## config.mk

```make
export PLATFORM = sky130hd
export DESIGN_NAME = hazard_controller
export DESIGN_NICKNAME = d
export VERILOG_FILES = /design/src/rtl/hazard_controller_pkg.sv /design/src/rtl/hazard_controller_forward_sel.sv /design/src/rtl/hazard_controller.sv
export SDC_FILE = /design/constraint.sdc
export NUM_CORES = 1
export LEC_CHECK = 0
export ABC_CLOCK_PERIOD_IN_PS = 4700
export CORE_MARGIN = 2
export CORE_UTILIZATION = 48
export DETAILED_ROUTE_END_ITERATION = 10
export PLACE_DENSITY = 0.92
export SLEW_MARGIN = 0
export SYNTH_ARGS = -nofsm -noshare
export SYNTH_HDL_FRONTEND = slang
export SYNTH_HIERARCHICAL = 1
export SYNTH_SLANG_ARGS = --single-unit
```

## constraint.sdc

```tcl
create_clock -name clk -period 4.7 [get_ports clk]
set_input_delay 0.94 -clock clk [delete_from_list [all_inputs] [get_ports clk]]
set_output_delay 0.94 -clock clk [all_outputs]
set_load 0.02 [all_outputs]
```

## src/rtl/hazard_controller_pkg.sv

```systemverilog
// ---------------------------------------------------------------------------
// hazard_controller_pkg
// Shared types and encodings for the pipeline hazard controller.
//   hz_state_t      : sequencing FSM state (RUN / MC_WAIT)
//   FWD_*           : operand-forward select encodings seen by the EX muxes
//   RES_*           : ResultSrc encodings (RES_MEM marks a load)
//   raw_hit()       : true when a writing stage targets the given source reg
// ---------------------------------------------------------------------------
package hazard_controller_pkg;

   typedef enum logic [0:0] {
      RUN     = 1'b0,
      MC_WAIT = 1'b1
   } hz_state_t;

   localparam logic [1:0] FWD_RF  = 2'b00;
   localparam logic [1:0] FWD_MEM = 2'b10;
   localparam logic [1:0] FWD_WB  = 2'b01;

   localparam logic [1:0] RES_ALU = 2'b00;
   localparam logic [1:0] RES_MEM = 2'b01;
   localparam logic [1:0] RES_PC4 = 2'b10;

   // x0 is hard-wired to zero, so it never produces a dependency.
   function automatic logic raw_hit(input logic [4:0] rd,
                                    input logic       wr_en,
                                    input logic [4:0] rs);
      return wr_en && (rd != 5'd0) && (rd == rs);
   endfunction

endpackage

```

## src/rtl/hazard_controller_forward_sel.sv

```systemverilog
// ---------------------------------------------------------------------------
// hazard_forward_sel
// Forward-select comparison for one execute-stage source operand.
//   rs           in  5  source register of the operand in EX
//   rd_m         in  5  destination of the instruction in MEM
//   reg_write_m  in  1  MEM instruction writes the register file
//   rd_w         in  5  destination of the instruction in WB
//   reg_write_w  in  1  WB instruction writes the register file
//   fwd          out 2  FWD_MEM / FWD_WB / FWD_RF
// MEM wins over WB because it holds the younger (more recent) value.
// ---------------------------------------------------------------------------
module hazard_forward_sel
   import hazard_controller_pkg::*;
(
   input  logic [4:0] rs,
   input  logic [4:0] rd_m,
   input  logic       reg_write_m,
   input  logic [4:0] rd_w,
   input  logic       reg_write_w,
   output logic [1:0] fwd
);

   always_comb begin
      if (raw_hit(rd_m, reg_write_m, rs)) begin
         fwd = FWD_MEM;
      end else if (raw_hit(rd_w, reg_write_w, rs)) begin
         fwd = FWD_WB;
      end else begin
         fwd = FWD_RF;
      end
   end

endmodule

```

## src/rtl/hazard_controller.sv

```systemverilog
// ---------------------------------------------------------------------------
// hazard_controller
// Stall/flush/forward sequencing for the five-stage RV64I/Zba pipeline.
// Build option: define HAZARD_FWD_EN to enable operand forwarding; without
// it, every RAW dependency in decode stalls until the producer has retired.
//
// Ports
//   clk, rst                         clock, synchronous active-high reset
//   Rs1_D, Rs2_D                     decode-stage source registers
//   Rs1_E, Rs2_E                     execute-stage source registers
//   Rd_E, Rd_M, Rd_W                 destinations in EX / MEM / WB
//   RegWrite_E/_M/_W                 register-write enables per stage
//   ResultSrc_E                      EX result select (RES_MEM = load)
//   PCSrc_E                          taken branch / jump resolved in EX
//   MulDiv_E                         EX instruction uses the multi-cycle unit
//   McDone                           multi-cycle result valid (1-cycle pulse)
//   StallF, StallD, StallE           hold PC, IF/ID, ID/EX
//   FlushD, FlushE, FlushM           bubble into IF/ID, ID/EX, EX/MEM
//   McStart                          start pulse to the multi-cycle unit
//   ForwardA_E, ForwardB_E           EX operand source select
//   StallCount                       saturating count of StallF cycles
// Stall/flush/forward outputs are combinational; only the FSM state and the
// stall counter are registered.
// ---------------------------------------------------------------------------
module hazard_controller
   import hazard_controller_pkg::*;
#(
   parameter int CNT_W = 32
) (
   input  logic             clk,
   input  logic             rst,
   input  logic [4:0]       Rs1_D,
   input  logic [4:0]       Rs2_D,
   input  logic [4:0]       Rs1_E,
   input  logic [4:0]       Rs2_E,
   input  logic [4:0]       Rd_E,
   input  logic [4:0]       Rd_M,
   input  logic [4:0]       Rd_W,
   input  logic             RegWrite_E,
   input  logic             RegWrite_M,
   input  logic             RegWrite_W,
   input  logic [1:0]       ResultSrc_E,
   input  logic             PCSrc_E,
   input  logic             MulDiv_E,
   input  logic             McDone,
   output logic             StallF,
   output logic             StallD,
   output logic             StallE,
   output logic             FlushD,
   output logic             FlushE,
   output logic             FlushM,
   output logic             McStart,
   output logic [1:0]       ForwardA_E,
   output logic [1:0]       ForwardB_E,
   output logic [CNT_W-1:0] StallCount
);

   hz_state_t        state_reg;
   logic [CNT_W-1:0] count_reg;

   logic             load_use;
   logic             d_hazard;
   logic             unused_ok;
   logic             stall_f, stall_d, stall_e;
   logic             flush_d, flush_e, flush_m;
   logic             mc_start;
   logic [1:0][4:0]  rs_e;
   logic [1:0][1:0]  fwd_sel;
   logic [1:0]       fwd_a, fwd_b;

   // ---------------- forwarding comparators, one per EX operand ----------
   assign rs_e[0] = Rs1_E;
   assign rs_e[1] = Rs2_E;

   generate
      for (genvar gi = 0; gi < 2; gi++) begin : g_fwd
         hazard_forward_sel u_sel (
            .rs          (rs_e[gi]),
            .rd_m        (Rd_M),
            .reg_write_m (RegWrite_M),
            .rd_w        (Rd_W),
            .reg_write_w (RegWrite_W),
            .fwd         (fwd_sel[gi])
         );
      end
   endgenerate

   // A load's data only exists after MEM, so a dependent instruction in
   // decode must wait one slot even with forwarding.
   assign load_use = (ResultSrc_E == RES_MEM) && (Rd_E != 5'd0) &&
                     ((Rd_E == Rs1_D) || (Rd_E == Rs2_D));

`ifdef HAZARD_FWD_EN
   assign d_hazard  = load_use;
   assign fwd_a     = fwd_sel[0];
   assign fwd_b     = fwd_sel[1];
   assign unused_ok = RegWrite_E;
`else
   // No bypass network: any in-flight writer of a decode source blocks
   // decode until it has left WB. This also covers the load case.
   assign d_hazard  = raw_hit(Rd_E, RegWrite_E, Rs1_D) | raw_hit(Rd_E, RegWrite_E, Rs2_D) |
                      raw_hit(Rd_M, RegWrite_M, Rs1_D) | raw_hit(Rd_M, RegWrite_M, Rs2_D) |
                      raw_hit(Rd_W, RegWrite_W, Rs1_D) | raw_hit(Rd_W, RegWrite_W, Rs2_D);
   assign fwd_a     = FWD_RF;
   assign fwd_b     = FWD_RF;
   assign unused_ok = ^{fwd_sel, load_use};
`endif

   // ---------------- stall / flush decisions -----------------------------
   always_comb begin
      stall_f  = 1'b0;
      stall_d  = 1'b0;
      stall_e  = 1'b0;
      flush_d  = 1'b0;
      flush_e  = 1'b0;
      flush_m  = 1'b0;
      mc_start = 1'b0;
      if (!rst) begin
         case (state_reg)
            RUN: begin
               if (MulDiv_E) begin
                  // Freeze the front of the pipe and bubble MEM while the
                  // unit works; the start pulse goes out this same cycle.
                  mc_start = 1'b1;
                  stall_f  = 1'b1;
                  stall_d  = 1'b1;
                  stall_e  = 1'b1;
                  flush_m  = 1'b1;
               end else if (PCSrc_E) begin
                  // Redirect wins: the PC must load the target, so no stall.
                  flush_d = 1'b1;
                  flush_e = 1'b1;
               end else if (d_hazard) begin
                  stall_f = 1'b1;
                  stall_d = 1'b1;
                  flush_e = 1'b1;
               end
            end
            MC_WAIT: begin
               stall_f = !McDone;
               stall_d = !McDone;
               stall_e = !McDone;
               flush_m = !McDone;
            end
            default: ;
         endcase
      end
   end

   // ---------------- FSM and stall counter --------------------------------
   always_ff @(posedge clk) begin
      if (rst) begin
         state_reg <= RUN;
         count_reg <= '0;
      end else begin
         case (state_reg)
            RUN:     if (MulDiv_E) state_reg <= MC_WAIT;
            MC_WAIT: if (McDone)   state_reg <= RUN;
            default: state_reg <= RUN;
         endcase
         if (stall_f && (count_reg != {CNT_W{1'b1}})) begin
            count_reg <= count_reg + CNT_W'(1);
         end
      end
   end

   assign StallF     = stall_f;
   assign StallD     = stall_d;
   assign StallE     = stall_e;
   assign FlushD     = flush_d;
   assign FlushE     = flush_e;
   assign FlushM     = flush_m;
   assign McStart    = mc_start;
   assign ForwardA_E = rst ? FWD_RF : fwd_a;
   assign ForwardB_E = rst ? FWD_RF : fwd_b;
   assign StallCount = count_reg;

endmodule

```

==> results of run 1 <==
-- per-layer routing --
| layer | global-route usage | routed length (µm) | vias to the layer above |
|---|---|---|---|
| met2 | 0.405 | 3070 | 99 |
| met1 | 0.282 | 2330 | 1137 |
| li1 | - | - | 1172 |
| met5 | 0 | 0 | - |
| met4 | 0.0926 | 99 | 0 |
| met3 | 0.0511 | 413 | 12 |
-- worst min-delay path by stage --
stage                    from              to  depth (start not counted)
2_1_floorplan  StallCount[20]  StallCount[20]                          2
3_3_place_gp   StallCount[25]  StallCount[25]                          2
3_5_place_dp   StallCount[20]  StallCount[20]                          2
4_1_cts        StallCount[28]  StallCount[28]                          2
5_1_grt        StallCount[20]  StallCount[20]                          2
6_report       StallCount[25]  StallCount[25]                          2
-- per-stage QoR --
stage               setup WS (ps)  hold WS, ps  instance area [µm²]  instances
global route                  389          541                 3050        402
floorplan                    1410          553                 2280        285
CTS                           530          510                 3050        402
finish                        524          505                 3050        402
detailed placement            530          497                 2970        395
global placement              538          479                 2970        395
-- report_power, final --
part / internal (µW) / total [µW] / switching, µW
registers: 282 / 286 / 3.68
logic: 57.7 / 117 / 59.4
clock network: 116 / 215 / 99.3
total: 456 / 619 / 162
-- critical path: cells and delay by family --
kind	cells	cell delay, ps
buf+inv	3	1110
compound gates	2	440
simple gates	2	740
-- cells in the mapped netlist, types with 7 or more instances --
cell type and instances:
buf_4 7, o21ai_0 9, nor2_1 11, or4_1 8, dfxtp_1 33, nand3_1 16
xnor2_1 10, nor3_1 9, a21oi_1 26, nand2_1 17, nand4_1 7, or3_1 16
xor2_1 20, inv_1 10
-- cell families after synthesis --
group	share of synthesized area
AOI/OAI and AO/OA	0.215
adders and majority gates	0.00551
muxes	0.0165
buffers and inverters	0.0678
DFF	0.291
and+or+nand+nor	0.287
other	0.00165
xor gates and xnor gates	0.116
-- cell type report --
| cell class | instances | area [µm²] |
|---|---|---|
| flip-flops and latches | 33 | 661 |
| repair buffers | 74 | 733 |
| multi-input cells | 223 | 1470 |
| fillers | 388 | 1580 |
| inverters | 11 | 41.3 |
| clock buffers | 7 | 86.3 |
| well taps | 54 | 67.6 |
-- cells in the final DEF, fill, tap and decap left out, types with 8 or more instances in the layout --
cell type | netlist | routed
inv_1 | 10 | 10
xnor2_1 | 10 | 10
o21ai_0 | 9 | 9
nand3_1 | 16 | 16
nor3_1 | 9 | 9
nor2_1 | 11 | 11
or3_1 | 16 | 16
clkdlybuf4s50_1 | 0 | 71
nand2_1 | 17 | 17
dfxtp_1 | 33 | 33
or4_1 | 8 | 8
xor2_1 | 20 | 20
a21oi_1 | 26 | 26
==> impl_metrics.tcl, run 1 <==
set metrics [dict create \
    drt_pass1_iterations 4 \
    rows 25 \
    port_buffers 71 \
    wl_per_cell_um 14.7 \
    syn_area_mm2 0.00227 \
    vias_per_cell 6.02 \
    yosysUniqueCellTypes 56 \
    grt_pass1_wl_mm 9.95 \
    finalCritPeriodShare 0.889 \
    grt_overflow 0 \
    nets 394 \
    critPathMaxStageDelay_ps 550 \
    leakage_uw 0.00100 \
    cts_tree "built" \
    synthArstFlopShare 0 \
    antenna_cells 0 \
    power.total_uw 619 \
    clockRootBuffer "clkbuf_8" \
    die_area_mm2 0.00529 \
    synth_edf_count 0 \
    outcome "finished clean" \
    setup_viol 0 \
    ys.warnings.count 6 \
    postRouteAntennaNets 0 \
    syn_area_per_cell_um2 8.04 \
    fin_skew_ps 4.39 \
    slew_violations 0 \
    track_usage 0.235 \
    clock_path_buffers 2 \
    cp.arrival_ps 3240 \
    rsz0062_at_grt "no" \
    synthToLayoutAreaGrowth_pct 34.6 \
    synth_area_leader_cell "dfxtp_1" \
    critPathMaxFanout 4 \
    r2r_end "StallCount[31]" \
    path_cells "clkdlybuf4s50_1 -> or4_1 -> o21a_1 -> and2_1 -> o31ai_2 -> inv_2 -> clkdlybuf4s50_1" \
    p_per_area_mw_per_mm2 203 \
    die_w_um 72.7 \
    report.final.hold_viol_count 0 \
    fp.coreArea_mm2 0.00463 \
    grt_start_max_net_pins 40 \
    cpMaxStageDelayCell "or4_1" \
    crit_required_ps 3760 \
    grt_pass1_vias 2212 \
    drc 0 \
    worstHoldPathType "flip-flop to flip-flop" \
    largest_register_ffs 32 \
    ys_ff_latch 33 \
    timing.critical_path.mode_cell "clkdlybuf4s50_1" \
    ys_top_cells_by_area "dfxtp_1, xor2_1, a21oi_1" \
    clk_pin_slew_ps 60 \
    post_cts_buffers 0 \
    hold_buffers 0 \
    hpwl_mm 4.44 \
    layout_min_cycle_time_ps 4180 \
    pin_count 88 \
    synth_top_area_share 0.291 \
    cts_made_buffers 5 \
    num_vias 2420 \
    peakVddDrop_v 0.0000904 \
    drt-initial-drc-count 216 \
    worstRegToRegCells 7 \
    cts-resized-gates 0 \
    yosysSeqAreaShare 0.291 \
    drive_gt1_frac 0.0603 \
    clock-sinks 33 \
    tns_ps 0 \
    synth_ff_type "dfxtp_1" \
    path_class "primary input to primary output" \
    maxCapViolCount 0 \
    clk_latency_ps 290 \
    fin_util 0.660 \
    start_kind "primary input" \
    endpoint "StallD" \
    worstReg2RegStart "StallCount[27]" \
    place.gp.congestion 0.828 \
    rrSetupSlack_ps 1880 \
    critPathLaunch "Rd_W[1]" \
    antenna_found_initial 0 \
    h-tree-depth 2 \
    die_y_um 72.7 \
    worstMarginPinSlew_ps 982 \
    endpoint_kind "primary output" \
    max_freq_mhz 239 \
    wl_mm 5.92 \
    max-slew-margin-rel 0.345 \
    synthCells 282 \
    start_util 0.490 \
]
(Power assumes the default switching activity.)
==> inputs of run 2 (changes only) <==
--- a/config.mk
+++ b/config.mk
@@ -9,7 +9,7 @@
 export CORE_MARGIN = 2
 export CORE_UTILIZATION = 48
 export DETAILED_ROUTE_END_ITERATION = 10
-export PLACE_DENSITY = 0.92
+export PLACE_DENSITY = 0.87
 export SLEW_MARGIN = 0
 export SYNTH_ARGS = -nofsm -noshare
 export SYNTH_HDL_FRONTEND = slang
==> impl_metrics.tcl, run 2 (synthesized netlist as in run 1, its figures left out) <==
set metrics [dict create \
    clk_pin_slew_ps 60 \
    antenna_found_initial 0 \
    maxCapViolCount 0 \
    rsz0062_at_grt "no" \
    drive_gt1_frac 0.0603 \
    worstHoldPathType "flip-flop to flip-flop" \
    wl_per_cell_um 14.4 \
    cts_tree "built" \
    cts-resized-gates 0 \
    place.gp.congestion 0.811 \
    rrSetupSlack_ps 1940 \
    wl_mm 5.79 \
    report.final.hold_viol_count 0 \
    hold_buffers 0 \
    grt_pass1_wl_mm 9.34 \
    layout_min_cycle_time_ps 4220 \
    postRouteAntennaNets 0 \
    vias_per_cell 5.97 \
    outcome "finished clean" \
    path_class "primary input to primary output" \
    port_buffers 71 \
    crit_required_ps 3760 \
    die_y_um 72.7 \
    tns_ps 0 \
    grt_overflow 0 \
    h-tree-depth 2 \
    p_per_area_mw_per_mm2 203 \
    drc 0 \
    mostFrequentLayoutCells "clkdlybuf4s50_1, dfxtp_1, a21oi_1" \
    endpoint_kind "primary output" \
    critPathMaxFanout 4 \
    hold_path_depth 2 \
    die_w_um 72.7 \
    cp.arrival_ps 3280 \
    clock-sinks 33 \
    start_kind "primary input" \
    drt_pass1_iterations 4 \
    fin_skew_ps 5.15 \
    slew_violations 0 \
    leakage_uw 0.00100 \
    rows 25 \
    pin_count 88 \
    cts_made_buffers 5 \
    grt_pass1_vias 2116 \
    hpwl_mm 4.36 \
    grt_start_max_net_pins 39 \
    min-delay-start "StallCount[25]" \
    r2r_end "StallCount[31]" \
    dp_cells 395 \
    nets 394 \
    antenna_cells 0 \
    worstRegToRegCells 7 \
    post_cts_buffers 0 \
    largest_register_ffs 32 \
    setup_viol 0 \
    fp.coreArea_mm2 0.00463 \
    num_vias 2400 \
    max-slew-margin-rel 0.355 \
    clockRootBuffer "clkbuf_8" \
    track_usage 0.222 \
    hold_end "StallCount[25]" \
    layout_setup_ws_ps 478 \
    place_ws_ps 477 \
    drt-initial-drc-count 146 \
    finalCritPeriodShare 0.898 \
    synthToLayoutAreaGrowth_pct 34.6 \
    worstReg2RegStart "StallCount[15]" \
    start_util 0.490 \
    worstMarginPinSlew_ps 968 \
    max_freq_mhz 237 \
    die_area_mm2 0.00529 \
    clk_latency_ps 290 \
    peakVddDrop_v 0.0000962 \
    final_cells 402 \
    clock_path_buffers 2 \
    layout_commonest_cell "clkdlybuf4s50_1" \
]
run 2: worst max-delay path: stages:
cell,delay (ps)
clkdlybuf4s50_1,460
or4_1,560
o21a_1,200
and2_1,190
o31ai_2,280
inv_2,100
clkdlybuf4s50_1,550
run 2: routing by layer:
layer  routed length (µm)  track usage  vias to the layer above
met5                    0            0                        -
met4                   97       0.0802                        0
met3                  351       0.0580                       10
met2                 2820        0.375                       88
met1                 2520        0.273                     1118
li1                     -            -                     1184
run 2: how the worst max path moves through the flow:
stage | start | endpoint | slack, ps
finish | Rd_W[1] | StallD | 480
global route | Rd_W[1] | StallF | 360
CTS | Rd_W[1] | StallD | 480
detailed placement | Rd_W[1] | StallD | 480
global placement | Rd_W[1] | StallD | 530
floorplan | Rd_W[1] | StallF | 1410
run 2: power breakdown:
group	internal, µW	switching (µW)	leakage, µW	total (µW)
sequential	282	3.70	0.000266	286
combinational	57.8	58.9	0.000692	117
clock	116	102	0.0000443	218
run 2: layout make-up:
cell class,instances,area (µm²)
Fill cell,386,1580
Multi-Input combinational cell,223,1470
Timing Repair Buffer,74,733
Clock buffer,7,86.3
Sequential cell,33,661
Inverter,11,41.3
Tap cell,54,67.6
run 2: stage by stage:
stage | utilization | hold slack [ps] | total power (µW) | instance area [µm²]
global route | 0.660 | 517 | 643 | 3050
CTS | 0.660 | 501 | 624 | 3050
detailed placement | 0.641 | 493 | 409 | 2970
global placement | 0.641 | 478 | 406 | 2970
finish | 0.660 | 495 | 621 | 3050
floorplan | - | 553 | 354 | 2280
==> inputs of run 3 (changes only) <==
--- a/config.mk
+++ b/config.mk
@@ -6,7 +6,7 @@
 export NUM_CORES = 1
 export LEC_CHECK = 0
 export ABC_CLOCK_PERIOD_IN_PS = 4700
-export CORE_MARGIN = 2
+export CORE_MARGIN = 8
 export CORE_UTILIZATION = 48
 export DETAILED_ROUTE_END_ITERATION = 10
 export PLACE_DENSITY = 0.87
==> impl_metrics.tcl, run 3 (synthesized netlist as in run 1, its figures left out) <==
set metrics [dict create \
    pwr-share-seq 0.470 \
    pin_count 88 \
    clock-sinks 33 \
    num_vias 2394 \
    post_cts_buffers 0 \
    combPwrFrac 0.191 \
    cts_made_buffers 5 \
    cts-resized-gates 0 \
    worstMarginPinSlew_ps 994 \
    wl_mm 6.39 \
    synthToLayoutAreaGrowth_pct 34.5 \
    grt_start_max_net_pins 40 \
    wl_met2_mm 3.16 \
    grt_pass1_wl_mm 10.9 \
    port_buffers 71 \
    mostFrequentLayoutCells "clkdlybuf4s50_1, dfxtp_1, a21oi_1" \
    slew_violations 0 \
    hpwl_mm 4.96 \
    rows 25 \
    multiInputGateArea_mm2 0.00147 \
    tns_ps 0 \
    report.final.hold_viol_count 0 \
    peakVddDrop_v 0.000104 \
    top_layer_used "met4" \
    p_per_area_mw_per_mm2 199 \
    max-slew-margin-rel 0.337 \
    leakage_uw 0.00100 \
    final_cells 403 \
    vias_per_cell 5.94 \
    postRouteAntennaNets 0 \
    p_sw_frac 0.272 \
    cp.arrival_ps 3250 \
    met3_wirelength_um 589 \
    outcome "finished clean" \
    grt_pass1_vias 2431 \
    layout_min_cycle_time_ps 4190 \
    p_int_uw 443 \
    fin_skew_ps 3.14 \
    finalCritPeriodShare 0.892 \
    track_usage 0.182 \
    antenna_found_initial 0 \
    clock_path_buffers 2 \
    cts_tree "built" \
    timing.critical_path.mode_cell "clkdlybuf4s50_1" \
    start_kind "primary input" \
    critPathMaxStageDelay_ps 590 \
    grt_overflow 0 \
    h-tree-depth 2 \
    clk_pin_slew_ps 60 \
    fillers 393 \
    drt-initial-drc-count 172 \
    hold_buffers 0 \
    dp_cells 395 \
    clk_latency_ps 280 \
    path_class "primary input to primary output" \
    maxCapViolCount 0 \
    clockRootBuffer "clkbuf_8" \
    rsz0062_at_grt "no" \
    max_freq_mhz 239 \
    drc 0 \
    die_y_um 84.7 \
    start_util 0.490 \
    crit_required_ps 3760 \
    path_cells "clkdlybuf4s50_1 -> or4_1 -> o21ai_2 -> o22ai_4 -> o31ai_2 -> inv_2 -> clkdlybuf4s50_1" \
    nets 394 \
    p_switching_uw 165 \
    final-seq-area_um2 661 \
    layout_commonest_cell "clkdlybuf4s50_1" \
    clkPwrFrac 0.339 \
    wl_per_cell_um 15.8 \
    die_w_um 84.7 \
    cpMaxStageDelayCell "or4_1" \
    setup_viol 0 \
    endpoint_kind "primary output" \
    critPathMaxFanout 4 \
    drive_gt1_frac 0.0630 \
    drt_pass1_iterations 4 \
    fp.coreArea_mm2 0.00463 \
    place.gp.congestion 0.828 \
    drt-met1-wl_mm 2.52 \
    die_area_mm2 0.00718 \
    largest_register_ffs 32 \
    power.total_uw 608 \
    antenna_cells 0 \
    worstHoldPathType "flip-flop to flip-flop" \
]
## run 3: through the flow
stage | util | hold slack, ps | cell area, µm² | setup WS [ps]
2_1_floorplan | - | 553 | 2280 | 1410
3_3_place_gp | 0.641 | 480 | 2970 | 517
3_5_place_dp | 0.641 | 499 | 2970 | 484
4_1_cts | 0.659 | 509 | 3050 | 485
5_1_grt | 0.659 | 538 | 3050 | 430
6_report | 0.659 | 507 | 3050 | 507
## run 3: worst paths after layout
kind / from / end / slack [ps] / depth (start not counted)
worst max-delay path: Rd_M[1] / StallD / 510 / 7
worst min-delay path: StallCount[28] / StallCount[28] / 510 / 2
worst max register to register: StallCount[7] / StallCount[31] / 1880 / 7
worst min register to register: StallCount[28] / StallCount[28] / 510 / 2
## run 3: final cells by class
type	instances	area share
inverters	11	0.0135
clock buffers	6	0.0238
flip-flops and latches	33	0.217
repair buffers	74	0.240
clock inverters	2	0.00328
well taps	54	0.0221
multi-input cells	223	0.480
## run 3: metal layers
layer	up-vias	global-route usage
li1	1177	-
met1	1115	0.193
met2	92	0.324
met3	10	0.0693
met4	0	0.0566
met5	-	0
## run 3: power groups by stage
stage,Combinational (µW),Clock [µW],Sequential [µW]
floorplan,60.2,0,294
global placement,114,0,292
detailed placement,116,0,292
CTS,117,208,286
global route,125,219,286
finish,116,206,286
## run 3: worst max-delay path: cells and delay by family
family          cells  cell delay (ps)
simple gates        1              590
buf+inv             3             1110
compound gates      3              610
